===== src/rtl/ex_mem_pkg.sv =====
// Shared constants and helpers for the EX/MEM pipeline register.
package ex_mem_pkg;

  // Default widths (GPR/HI/LO data, GPR address, stall vector)
  localparam int REG_W_DEF     = 32;
  localparam int REGADDR_W_DEF = 5;
  localparam int STALL_W_DEF   = 6;

  // Stall vector bit positions owned by the execute and memory stages
  localparam int STALL_EX  = 3;
  localparam int STALL_MEM = 4;

  localparam logic STOP       = 1'b1;
  localparam logic NO_STOP    = 1'b0;
  localparam logic RST_ENABLE = 1'b1;

  // What the register does on the coming edge
  typedef enum logic [1:0] {
    ACT_CLEAR,    // reset or flush: everything to zero
    ACT_BUBBLE,   // ex held, mem runs: NOP into mem, keep accumulate state
    ACT_ADVANCE,  // ex result moves to mem, accumulate state retired
    ACT_HOLD      // ex and mem both held: freeze
  } stage_act_e;

  // Priority: reset, flush, bubble, advance, hold.
  // mem stalled with ex running cannot come from ctrl; it falls into advance.
  function automatic stage_act_e decode_act(input logic rst, input logic flush,
                                            input logic ex_stall, input logic mem_stall);
    if (rst == RST_ENABLE || flush)                  return ACT_CLEAR;
    if (ex_stall == STOP && mem_stall == NO_STOP)    return ACT_BUBBLE;
    if (ex_stall == NO_STOP)                         return ACT_ADVANCE;
    return ACT_HOLD;
  endfunction

endpackage


===== src/rtl/ex_mem.sv =====
// EX/MEM pipeline register: latches execute results for the memory stage and
// carries the madd/msub partial product across the execute stall cycle.
module ex_mem
  import ex_mem_pkg::*;
#(
  parameter int REG_W     = REG_W_DEF,
  parameter int REGADDR_W = REGADDR_W_DEF,
  parameter int STALL_W   = STALL_W_DEF
) (
  input  logic                 clk,
  input  logic                 rst,
  input  logic [STALL_W-1:0]   stall,
  input  logic                 flush,
  input  logic [REGADDR_W-1:0] ex_wd,
  input  logic                 ex_wreg,
  input  logic [REG_W-1:0]     ex_wdata,
  input  logic [REG_W-1:0]     ex_hi,
  input  logic [REG_W-1:0]     ex_lo,
  input  logic                 ex_whilo,
  input  logic [2*REG_W-1:0]   hilo_i,
  input  logic [1:0]           cnt_i,
  output logic [REGADDR_W-1:0] mem_wd,
  output logic                 mem_wreg,
  output logic [REG_W-1:0]     mem_wdata,
  output logic [REG_W-1:0]     mem_hi,
  output logic [REG_W-1:0]     mem_lo,
  output logic                 mem_whilo,
  output logic [2*REG_W-1:0]   hilo_o,
  output logic [1:0]           cnt_o
);

  stage_act_e act;

  // Only the ex and mem stall bits matter to this register.
  logic unused_stall;
  assign unused_stall = ^{stall[STALL_W-1:STALL_MEM+1], stall[STALL_EX-1:0]};

  // Decode this edge's action from reset, flush and the ex/mem stall bits.
  always_comb begin
    // NOTE: assigning a default first keeps every path driven, so no latch is inferred.
    act = ACT_HOLD;
    act = decode_act(rst, flush, stall[STALL_EX], stall[STALL_MEM]);
  end

  // Update the mem-facing outputs and the accumulate state per the decoded action.
  always_ff @(posedge clk) begin
    // NOTE: non-blocking assignments so every register samples pre-edge values.
    unique case (act)
      ACT_CLEAR: begin
        mem_wd    <= '0;
        mem_wreg  <= 1'b0;
        mem_wdata <= '0;
        mem_hi    <= '0;
        mem_lo    <= '0;
        mem_whilo <= 1'b0;
        hilo_o    <= '0;
        cnt_o     <= 2'd0;
      end
      ACT_BUBBLE: begin
        mem_wd    <= '0;
        mem_wreg  <= 1'b0;
        mem_wdata <= '0;
        mem_hi    <= '0;
        mem_lo    <= '0;
        mem_whilo <= 1'b0;
        hilo_o    <= hilo_i;
        cnt_o     <= cnt_i;
      end
      ACT_ADVANCE: begin
        mem_wd    <= ex_wd;
        mem_wreg  <= ex_wreg;
        mem_wdata <= ex_wdata;
        mem_hi    <= ex_hi;
        mem_lo    <= ex_lo;
        mem_whilo <= ex_whilo;
        hilo_o    <= '0;
        cnt_o     <= 2'd0;
      end
      default: ;  // ACT_HOLD: every register keeps its value
    endcase
  end

endmodule


===== config.mk =====
export PLATFORM = sky130hd
export DESIGN_NAME = ex_mem
export DESIGN_NICKNAME = d
export VERILOG_FILES = /design/src/rtl/ex_mem_pkg.sv /design/src/rtl/ex_mem.sv
export SDC_FILE = /design/constraint.sdc
export NUM_CORES = 1
export LEC_CHECK = 0
export ABC_AREA = 1
export CAP_MARGIN = 0
export CORE_MARGIN = 5
export CORE_UTILIZATION = 40
export DETAILED_ROUTE_END_ITERATION = 10
export PLACE_DENSITY_LB_ADDON = 0.12
export SETUP_SLACK_MARGIN = 0.05
export SYNTH_ARGS = -nofsm -noshare
export SYNTH_HDL_FRONTEND = slang
export SYNTH_SLANG_ARGS = --single-unit

===== constraint.sdc =====
create_clock -name clk -period 25.8 [get_ports clk]
set_input_delay 7.74 -clock clk [delete_from_list [all_inputs] [get_ports clk]]
set_output_delay 7.74 -clock clk [all_outputs]
set_load 0.05 [all_outputs]

# == After elaboration in Yosys (flattened, before gate mapping) ==
# Cells that the tools add are included.
# totals
inputBits,178
elab_cells,38
register_bits,169
# classes
n_mux,20
eq_ne,2
n_reduce_logical,7
n_bitwise,1
# ops
op,count
one-hot mux 32 bit (2 select lines),3
one-hot mux 64 bit (2 select lines),1
two-way mux 2 bit,6
one-hot mux 5 bit (2 select lines),1
two-way mux 1 bit,6
one-hot mux 1 bit (2 select lines),2
one-hot mux 2 bit (2 select lines),1
nonzero test 2 bit,2
OR reduction 2 bit,2
equality test 2 x 1 -> 1 bit (second input constant),1
equality test 2 bit (second input constant),1
zero test 2 bit,1
logical AND 1 bit,1
logical OR 1 bit,1
inverter 1 bit,1

# == Depth between registers and ports, before layout ==
# logic_depth
depth_word,12
mapped_depth,5
depth_no_buf,3

# == Least setup slack after synthesis ==
# Ideal clock, no wire load.
# synth_path
kind,input port to flip-flop
start,in flush
end,reg cnt_o[0] (enable)
required_ns,23.977
slack_ns,12.323
arrival_ns,11.654
cell_stages,2
n_path_buf,0
setup_time_ns,1.823
path_cell_list,nor2_2 > nand3_1
# synth_between
elab_chain_cells,6
# synth_lines
element,line_no,source
"start, declared",ex_mem.sv:13,"input logic flush,"
logical OR 1 bit *,ex_mem_pkg.sv:29,if (rst == RST_ENABLE || flush) return ACT_CLEAR;
two-way mux 1 bit *,ex_mem_pkg.sv:29,
two-way mux 2 bit *,ex_mem_pkg.sv:30,if (ex_stall == STOP && mem_stall == NO_STOP) return ACT_BUBBLE;
equality test 2 bit or zero test 2 bit (tied branches),ex_mem.sv:48,unique case (act)
OR reduction 2 bit (no source line),--,
nonzero test 2 bit (no source line) *,--,
"end signal, assigned",ex_mem.sv:67,cnt_o <= cnt_i;
"end, declared",ex_mem.sv:29,output logic [1:0] cnt_o
# Every way passes the cells marked *; elsewhere a longest branch is shown, timed or not.
# A chain may end at the register's enable or synchronous reset.

# == Final worst setup path ==
# layout_path
start,in flush
end,reg hilo_o[35] (enable)
# layout_between
elab_chain_cells,6
# layout_lines
element,line_no,source
logical OR 1 bit *,ex_mem_pkg.sv:29,
two-way mux 1 bit *,ex_mem_pkg.sv:29,
two-way mux 2 bit *,ex_mem_pkg.sv:30,
equality test 2 bit or zero test 2 bit (tied branches),ex_mem.sv:48,
OR reduction 2 bit (no source line),--,
nonzero test 2 bit (no source line) *,--,
"end signal, assigned",ex_mem.sv:66,hilo_o <= hilo_i;
"end, declared",ex_mem.sv:28,"output logic [2*REG_W-1:0] hilo_o,"
# Marks and branches as above.

==> qor.csv <==
metric,value,unit
Max-cap violations,0,
chip width,138,µm
Num CTS Buffers,17,
Startpoint Class,input port,
final hold vios,0,
status,completed,
Crit Path Max Fanout,82,
post-synthesis sequential area ratio,78.0,%
"top cells by count, synth","inv_1, edfxtp_1, nor2_1",
Worst VDD drop,0.0404,mV
setup TNS,0,ns
post-DR wirelength/cell,15.8,µm
Final GP Congestion,0.764,
fill cell count,1216,
cell area after synthesis,0.00650,mm²
leading area contributor after synthesis,edfxtp_1,
CP max stage delay,0.85,ns
min cycle time layout,9.46,ns
routed wire length,17.5,mm
Post-DP HPWL,13.1,mm
most common cell in the netlist,inv_1,
Worst slew margin,19.8,%
worst-case clock buffer depth,2,
vias per std cell,4.15,
die height,138,µm
Syn Area/Cell,12.3,µm²
Clock Root Buffer,clkbuf_16,
vias in the first global route,4728,
CP arrival,9.49,ns
Layout Utilization,67.3,%
io pins,347,
synth top area cells,"edfxtp_1, inv_1, nor2_1",
dpl cell area,0.0101,mm²
"CTS clk-pin slew, worst paths",0.06,ns
Top Family by Delay on Critical Path,buffers and inverters,
"Primary FF master, synth",edfxtp_1,
critical path type,in -> reg,
number of remaining DRC errors,0,
Unique masters post-synth,9,
asr flop ratio synth,0,%
unrepaired setup endpoints after global routing,false,
final setup fails,0,
Initial Util,40.8,%
PostCTS Resize Cnt,0,
Worst Path Buf+Inv,2,
Hold Crit Class,in -> reg,
CTS Hold Bufs,0,
PortBufs,342,
post-route cell area,0.0107,mm²
TritonCTS clock tree,yes,
DR pass1 iterations,4,
critical path endpoint category,flop,
CP cell instances,clkdlybuf4s50_1 > nor2_2 > nand3_4 > buf_4,
"EDFF count, synth",169,
H-tree levels,4,
Crit-path slowest cell,buf_4,
final max-slew violation count,0,
initial antenna violation count,2,
Worst-Margin Slew,1.20,ns
PD cells,65.6,mW/mm²
#FFs+latches synth,169,
Final period util,36.7,%
Synth Warn #,0,
Static Leak,4.87,nW
GRT overflow,0,
# clock sinks,169,
Cells after Synth,530,
Synth top area share,78.0,%
largest net degree at the start of global routing,104,
area grow syn2layout,64.9,%
first-pass GRT wire length,24.9,mm
Mapped Nets,708,
NumNets Final,1053,
DRT iter0 DRCs,241,
Die ar.,0.0189,mm²
number of nets with antenna violations after routing,0,
standard-cell row count,46,
share of cells above drive strength 1,4.05,%
data required time at the worst endpoint,25.83,ns
Fmax,106,MHz
Core ar.,0.0159,mm²
DR vias,4590,
setup bufs post-CTS,0,
GRT Total Usage,17.7,%
through the flow:
step / setup slack [ns] / hold WS, ns / std cells / total power [mW]
after floorplan: 12.32 / 7.95 / 530 / 0.388
after global placement: 15.98 / 8.38 / 1072 / 0.442
after detailed placement: 15.93 / 8.39 / 1072 / 0.443
after CTS: 16.38 / 7.94 / 1104 / 0.710
after global routing: 16.28 / 7.95 / 1105 / 0.727
final: 16.34 / 7.96 / 1105 / 0.703
metal layers:
| layer | GRT usage [%] | share of wire (%) | vias up |
|---|---|---|---|
| li1 | - | - | 2281 |
| met1 | 18.0 | 34 | 2096 |
| met2 | 33.1 | 55 | 189 |
| met3 | 5.92 | 9.2 | 22 |
| met4 | 7.21 | 2.1 | 2 |
| met5 | 0 | 0.063 | - |
cells by family (layout without fill, tap and decap cells):
| family | count (synthesis) | after routing | synth area share (%) |
|---|---|---|---|
| other | 0 | 1 | 0 |
| DFF | 169 | 169 | 78.0 |
| and+or+nand+nor | 173 | 173 | 10.0 |
| buffers and inverters | 188 | 546 | 11.9 |
state kept, by name, summed over array words and instances, names as in the netlist:
| register | flops |
|---|---|
| mem_lo | 32 |
| cnt_o | 2 |
| hilo_o | 64 |
| mem_wdata | 32 |
| mem_hi | 32 |
| mem_wd | 5 |
| mem_wreg | 1 |
| mem_whilo | 1 |
power breakdown:
part           internal (mW)  switching, mW  total, mW
sequential             0.315        0.00354      0.318
clock                  0.162          0.105      0.267
combinational         0.0478         0.0699      0.118
layout make-up:
cell class	instances	area (µm²)	area share, %
flip-flops and latches	169	5070	47.3
repair buffers	344	3440	32.1
multi-input cells	173	676	6.30
inverters	170	638	5.95
clock buffers	17	425	3.97
well taps	216	270	2.52
clock inverters	15	196	1.83
diodes	1	2.50	0.0233
cell usage in the layout (no fill, tap or decap), drive strengths merged:
master           n
clkinvlp         2
clkdlybuf4s50  342
nand3            1
buf              2
edfxtp         169
clkbuf          17
nand2            2
inv            173
nor2           170
bufinv           4
clkinv           6
diode            1
worst paths after layout:
kind                  slack (ns)  cells after the start                        to  startpoint
worst max-delay path       16.34                      4  hilo_o[35]$_SDFFCE_PP0P_       flush
worst min-delay path        7.96                      3   hilo_o[8]$_SDFFCE_PP0P_   hilo_i[8]
Power figures use the tool's default switching activity.
